<file path="config.mk">
export PLATFORM = sky130hd
export DESIGN_NAME = cpu_run_ctrl
export DESIGN_NICKNAME = d
export VERILOG_FILES = /design/src/rtl/cpu_run_ctrl.sv
export SDC_FILE = /design/constraint.sdc
export NUM_CORES = 1
export LEC_CHECK = 0
export CAP_MARGIN = 20
export CORE_ASPECT_RATIO = 0.8
export CORE_MARGIN = 2
export CORE_UTILIZATION = 54
export DETAILED_ROUTE_END_ITERATION = 10
export GPL_TIMING_DRIVEN = 0
export HOLD_SLACK_MARGIN = 0.06
export PLACE_DENSITY = 0.74
export SYNTH_ARGS = -nofsm -noshare
export SYNTH_HDL_FRONTEND = slang
export SYNTH_SLANG_ARGS = --single-unit
</file>
<file path="constraint.sdc">
create_clock -name clk -period 7.2 [get_ports clk]
set_clock_uncertainty 0.05 [all_clocks]
set_input_delay 0.72 -clock clk [delete_from_list [all_inputs] [get_ports clk]]
set_output_delay 0.72 -clock clk [all_outputs]
set_load 0.01 [all_outputs]
</file>
<file path="src/rtl/cpu_run_ctrl.sv">
// Run controller and debug tracer for the CPU core: sequences core reset, bounds execution to a
// cycle budget, and logs every change of the core's debug word into a first-word fall-through FIFO.
module cpu_run_ctrl #(
    parameter int DATA_W     = 32,
    parameter int RST_CYCLES = 10,
    parameter int CNT_W      = 20,
    parameter int DEPTH      = 16
) (
    input  logic              clk,
    input  logic              rst_n,
    input  logic              start,
    input  logic [CNT_W-1:0]  cycle_limit,
    output logic              core_rst_n,
    input  logic [DATA_W-1:0] dbg_in,
    output logic              running,
    output logic              done,
    output logic [CNT_W-1:0]  cycle_cnt,
    output logic              trace_valid,
    input  logic              trace_ready,
    output logic [DATA_W-1:0] trace_data,
    output logic [CNT_W-1:0]  trace_cycle,
    output logic              overflow
);

    localparam int AW = $clog2(DEPTH);
    localparam int RW = $clog2(RST_CYCLES + 1);

    typedef enum logic [1:0] {S_IDLE, S_RST, S_RUN, S_DONE} state_t;

    typedef struct packed {
        logic [DATA_W-1:0] data;
        logic [CNT_W-1:0]  cyc;
    } entry_t;

    state_t            state, state_nxt;
    logic [RW-1:0]     rst_cnt;
    logic [CNT_W-1:0]  limit_q;
    logic [CNT_W-1:0]  cnt;
    logic [DATA_W-1:0] last;
    logic [AW:0]       wr_ptr, rd_ptr;
    entry_t            mem [DEPTH];

    logic start_ok, rst_done, run_end;
    logic empty, full, push, pop, push_ok;

    assign start_ok = start && (state == S_IDLE || state == S_DONE);
    assign rst_done = (rst_cnt == RW'(RST_CYCLES - 1));
    assign run_end  = (limit_q != '0) && (cnt == limit_q - CNT_W'(1));

    // The first RUN cycle always captures; cnt is zero only then because it saturates, never wraps.
    assign push    = (state == S_RUN) && ((cnt == '0) || (dbg_in != last));
    assign empty   = (wr_ptr == rd_ptr);
    assign full    = (wr_ptr[AW] != rd_ptr[AW]) && (wr_ptr[AW-1:0] == rd_ptr[AW-1:0]);
    assign pop     = !empty && trace_ready;
    assign push_ok = push && (!full || pop);

    // NOTE: every variable driven in always_comb gets a default first, so no path leaves it unassigned (no latch).
    always_comb begin
        state_nxt = state;
        case (state)
            S_IDLE:  if (start_ok) state_nxt = S_RST;
            S_RST:   if (rst_done) state_nxt = S_RUN;
            S_RUN:   if (run_end)  state_nxt = S_DONE;
            S_DONE:  if (start_ok) state_nxt = S_RST;
            default: state_nxt = S_IDLE;
        endcase
    end

    // NOTE: sequential state uses non-blocking assignments so all registers update together at the edge.
    always_ff @(posedge clk) begin
        if (!rst_n) state <= S_IDLE;
        else        state <= state_nxt;
    end

    always_ff @(posedge clk) begin
        if (!rst_n) begin
            rst_cnt  <= '0;
            limit_q  <= '0;
            cnt      <= '0;
            last     <= '0;
            overflow <= 1'b0;
        end else begin
            if (start_ok) begin
                rst_cnt  <= '0;
                limit_q  <= cycle_limit;
                cnt      <= '0;
                last     <= '0;
                overflow <= 1'b0;
            end else if (state == S_RST) begin
                rst_cnt <= rst_cnt + RW'(1);
            end else if (state == S_RUN && !run_end && cnt != '1) begin
                cnt <= cnt + CNT_W'(1);
            end
            if (push) last <= dbg_in;
            if (push && full && !pop) overflow <= 1'b1;
        end
    end

    always_ff @(posedge clk) begin
        if (!rst_n) begin
            wr_ptr <= '0;
            rd_ptr <= '0;
        end else begin
            if (push_ok) wr_ptr <= wr_ptr + (AW+1)'(1);
            if (pop)     rd_ptr <= rd_ptr + (AW+1)'(1);
        end
    end

    // NOTE: the storage array is not reset; emptiness is defined by the pointers, so stale contents are never visible.
    always_ff @(posedge clk) begin
        if (push_ok) mem[wr_ptr[AW-1:0]] <= '{data: dbg_in, cyc: cnt};
    end

    assign core_rst_n  = (state == S_RUN) || (state == S_DONE);
    assign running     = (state == S_RUN);
    assign done        = (state == S_DONE);
    assign cycle_cnt   = cnt;
    assign trace_valid = !empty;
    assign trace_data  = mem[rd_ptr[AW-1:0]].data;
    assign trace_cycle = mem[rd_ptr[AW-1:0]].cyc;

endmodule

</file>
**After elaboration in Yosys (flattened, before gate mapping)**

Memory sizes are Yosys's and may differ from the RTL's. A register that Yosys moved wholly into a read port is not among the register bits.
Cells that the tools add are included.

- Flip-flop bits (word level): 89
- RAM bits: 832
- Bits of input ports: 56
- Logic and storage cells: 68
- Memories kept: 1

- $add $sub $neg: 5
- Equal/unequal tests: 13
- Multiplexer cells: 12
- Bitwise gates (word level): 2
- Reductions and logical operators: 27

Memory list:

| name | depth | width | rd ports | clocked after Yosys merged registers in | write ports | RTL line | source |
|---|---|---|---|---|---|---|---|
| mem | 16 | 52 | 1 | 1 | 1 | 41 | `entry_t mem [DEPTH];` |

Operator list:

| cell | number |
|---|---|
| 2-to-1 mux 32 bit | 2 |
| inequality test 32 bit | 1 |
| adder 20 x 1 -> 20 bit (second input constant) | 1 |
| equality test 20 bit | 1 |
| logical NOT 20 bit | 1 |
| inequality test 20 bit (second input constant) | 1 |
| nonzero test 20 bit | 1 |
| subtractor 20 x 1 -> 20 bit (second input constant) | 1 |
| adder 5 x 1 -> 5 bit (second input constant) | 2 |
| logical AND 1 bit | 10 |
| 2-to-1 mux 4 bit | 2 |
| 2-to-1 mux 2 bit | 3 |
| case mux 2 bit (3 select lines) | 1 |
| equality test 5 bit | 1 |
| adder 4 x 1 -> 4 bit (second input constant) | 1 |
| equality test 2 bit (second input constant) | 2 |
| equality test 4 bit | 1 |
| equality test 4 bit (second input constant) | 1 |
| logical NOT 1 bit | 4 |
| logical OR 1 bit | 4 |
| 2-to-1 mux 1 bit | 4 |
| inequality test 2 x 1 -> 1 bit (second input constant) | 2 |
| nonzero test 2 bit | 2 |
| OR reduction 2 bit | 2 |
| 7 further kinds | 8 |

**Longest topological paths before layout**

- Depth in word-level cells: 7
- Gate-level depth with buffers: 12
- Depth with buffers taken out: 10

**Worst setup path before layout**

Ideal clock, no wire load.

- Path type: register -> register
- Start: register cnt[2] (netlist: cycle_cnt[2])
- End: memory mem[3][0] in the netlist's numbering, enable pin
- Setup time: 0.526 ns
- Arrival time: 5.291 ns
- Required time: 6.624 ns
- Path slack: 1.334 ns
- Stages on the path, launching flop included: 10
- Path buffers: 2
- Clock period less this slack: 5.866 ns
- Cells stage by stage: dfxtp_1 -> clkbuf_1 -> nor4_1 -> nand3_1 -> nor2_1 -> o31ai_1 -> nor2b_1 -> clkbuf_1 -> nand2_1 -> nor3_1

- Word-level cells in the longest chain between the ends: 6

RTL lines:

| what | RTL line | source |
|---|---|---|
| from (decl) | 38 | `logic [CNT_W-1:0] cnt;` |
| from (signal assigned) | 92 | `cnt <= cnt + CNT_W'(1);` |
| logical NOT 20 bit | 51 | `assign push = (state == S_RUN) && ((cnt == '0) \|\| (dbg_in != last));` |
| logical OR 1 bit | 51 |  |
| logical AND 1 bit | 51 |  |
| logical AND 1 bit | 55 | `assign push_ok = push && (!full \|\| pop);` |
| 2-to-1 mux 1 bit | 111 | `if (push_ok) mem[wr_ptr[AW-1:0]] <= '{data: dbg_in, cyc: cnt};` |
| 2-to-1 mux 1 bit (not written as such) | 111 |  |
| to (decl) | 41 |  |

Every way passes these cells.

==> metrics.md <==
| Metric | Value |
|---|---|
| Final Util | 0.639 |
| Endpoint class of the critical path | primary output |
| # rows | 85 |
| First-pass GRT wire length | 127000 um |
| CTS tree | yes |
| Post-CTS sizing | 0 |
| Post-CTS Hold Fix Bufs | 0 |
| Reg2Reg Depth | 12 |
| Max-slew violations | 0 |
| Fin nets | 2189 |
| Final ANT Viol Nets | 0 |
| CP required | 6430 ps |
| Setup Buffers After CTS | 0 |
| Critical-path cell list | clkbuf_1 -> clkbuf_1 -> buf_1 -> mux4_2 -> mux4_2 -> clkdlybuf4s50_1 |
| # H-tree levels | 3 |
| Crit Path Class | reg2out |
| IO Count | 133 |
| Synth Warn # | 0 |
| Routed wire length | 86600 um |
| Vias in the first global route | 19400 |
| Die Width | 295 um |
| Pleak | 13.7 nW |
| TNS Setup | 0 ps |
| Peak Freq | 173 MHz |
| Max Cap Violations | 0 |
| DRT iter0 DRCs | 2428 |
| Grt ovf | 0 |
| EDFF count, synth | 832 |
| Cells after Synth | 1831 |
| Ant diodes | 0 |
| Net count after synthesis | 1901 |
| CTS Buf Count | 87 |
| Netlist cell types | 59 |
| Core Area | 0.0671 sq mm |
| Clock Latency Late Sink | 640 ps |
| Hold depth | 2 |
| Fin crit period | 5770 ps |
| Vias | 19100 |
| Crit-path slowest cell | buf_1 |
| Hold Path Sink | wr_ptr[4] |
| Number of clock sinks | 925 |
| Mapped cell area | 0.0365 sq mm |
| Worst-margin pin slew | 1060 ps |
| Peak VDD IR | 0.000216 V |
| Pwr Total | 13.3 mW |
| PortBufs | 132 |
| Critical path buffer and inverter count | 4 |
| Status | finished clean |
| Share of layout cells above drive strength 1 | 0.221 |
| Register clock-pin slew on the reported worst setup and hold paths | 60 ps |
| Min-delay worst type | reg2reg |
| Crit path largest cell delay | 840 ps |
| Die Y | 237 um |
| Flops & latches, synth | 925 |
| # setup viols final | 0 |
| Initial antenna violation count | 3 |
| Hpwl dp | 54700 um |
| Max transition margin | 0.292 |
| WHS | 440 ps |
| Layout area overhead | 17.5% |
| Total Routing Usage GR | 0.253 |
| FILL cells | 4337 |
| Drt wl/cell | 27.9 um |
| Via density | 6.14 |
| Initial Util | 0.544 |
| Fin crit share | 0.802 |
| DRC Markers | 0 |
| Root buffer cell | clkbuf_16 |
| Gp weighted congestion | 0.818 |
| FFs w/ async S/R, synth | 0 |
| Hold path start | wr_ptr[4] |
| Drt pass-1 iters | 5 |
| Startpoint class of the critical path | register |
| Top Family by Delay on Critical Path | buffers and inverters |
| Worst-path fanout max | 10 |
| Largest net degree at the start of global routing | 26 |
| Worst r2r dst | mem[0][16] |
| Main synth FF type | edfxtp_1 |
| R2r setup slk | 2660 ps |
| Power per Cell Area | 310 mW/mm^2 |
| Worst EP arrival | 5000 ps |
| Clk buf depth | 3 |
| Post-synthesis sequential area ratio | 0.735 |
| RSZ-0062 raised after global routing | false |
| Total Die Area | 0.0697 sq mm |
| Final hold vios | 0 |
| Worst flop-to-flop path startpoint | cycle_cnt[2] |
| Mean post-synth cell area | 19.9 sq um |
## final cells by class
| class | count | area [sq um] | share of cell area |
|---|---|---|---|
| Tap cell | 913 | 1140 | 0.0266 |
| Clock inverter | 42 | 307 | 0.00715 |
| Multi-Input combinational cell | 759 | 9190 | 0.214 |
| Buffer | 101 | 405 | 0.00945 |
| Sequential cell | 925 | 26800 | 0.626 |
| Clock buffer | 116 | 2370 | 0.0553 |
| Inverter | 46 | 173 | 0.00403 |
| Timing Repair Buffer | 199 | 2450 | 0.0571 |
## worst reg2reg max path, cell delays in order (launching register included)
cell      delay, ps
dfxtp_1         530
clkbuf_1        360
nor4_1          330
nand3_1         110
nor2_1          330
o31ai_1         200
nor2b_1         350
clkbuf_1        340
nand2_1         320
nor3_2          660
buf_6           270
buf_8           180
buf_6           190
## cells in the final DEF (no fill, tap or decap), types with 16 or more instances in the layout
master and n:
nand2_1 68, clkdlybuf4s50_1 132, clkbuf_16 91, inv_1 46
a21boi_0 20, xnor2_1 22, buf_6 30, o21a_1 33
dfxtp_1 93, and3_1 37, nand4_1 16, buf_12 17
clkinv_2 20, a21oi_1 21, nor2_1 47, mux4_2 260
xor2_1 48, edfxtp_1 832, clkbuf_1 103
## cell families (layout without fill, tap and decap cells)
logic type,Yosys count,in the layout,share of synthesized area
AND/OR/NAND/NOR,293,293,0.0432
AO/OA/AOI/OAI,116,116,0.0219
multiplexers,266,266,0.162
XOR/XNOR,70,70,0.0168
flip-flops,925,925,0.735
buffers and inverters,147,504,0.0158
adder cells (fa/ha/maj),14,14,0.00480
## Yosys cell counts (all sizes together) (5+ instances only)
cell type	number	area (sq um)
a21boi	20	150
a21oi	21	105
and2	12	75.1
and3	37	231
buf	20	100
clkbuf	81	305
dfxtp	93	1860
edfxtp	832	25000
ha	14	175
inv	46	173
mux2i	6	60.1
mux4	260	5860
nand2	68	255
nand2b	7	43.8
nand3	13	65.1
nand4	16	100
nor2	59	221
nor2b	7	43.8
nor3	13	80.1
nor4	16	113
o211ai	5	37.5
o21a	33	248
o21ai	13	65.1
o31ai	8	60.1
or3	12	75.1
or4	14	109
xnor2	22	193
xor2	48	420
## through the flow
stage               std cells  area [sq um]  setup slack (ps)
floorplan                1831         36500              1330
global placement         2876         39000             -4460
detailed placement       2928         40000              1910
CTS                      3086         42700              1220
global route             3101         42900              1270
finish                   3101         42900              1430
## registers in the layout, indices dropped and copies added (netlist names), named ones only
signal / cells
wr_ptr: 5
last: 32
limit_q: 20
cycle_cnt: 20
rst_cnt: 4
rd_ptr: 5
overflow: 1
mem: 832
state: 2
## power by group
group          switching, mW  internal [mW]  total [mW]
Clock                   1.93           2.43        4.36
Combinational           1.40           1.47        2.87
Sequential            0.0945           5.98        6.08
## how the worst max path moves through the flow
| stage | depth (start not counted) | endpoint | from |
|---|---|---|---|
| floorplan | 9 | mem[3][0] | cycle_cnt[2] |
| global placement | 9 | mem[0][23] | dbg_in[4] |
| detailed placement | 6 | trace_data[15] | register |
| CTS | 6 | trace_data[15] | register |
| global route | 6 | trace_cycle[3] | register |
| finish | 6 | trace_cycle[3] | register |
## per-layer routing
| layer | GRT usage | share of wire | vias up |
|---|---|---|---|
| met4 | 0.0720 | 0.025 | 0 |
| li1 | - | - | 8039 |
| met1 | 0.370 | 0.40 | 9916 |
| met5 | 0 | 0 | - |
| met3 | 0.0520 | 0.095 | 137 |
| met2 | 0.393 | 0.48 | 960 |
(Power assumes the default switching activity.)
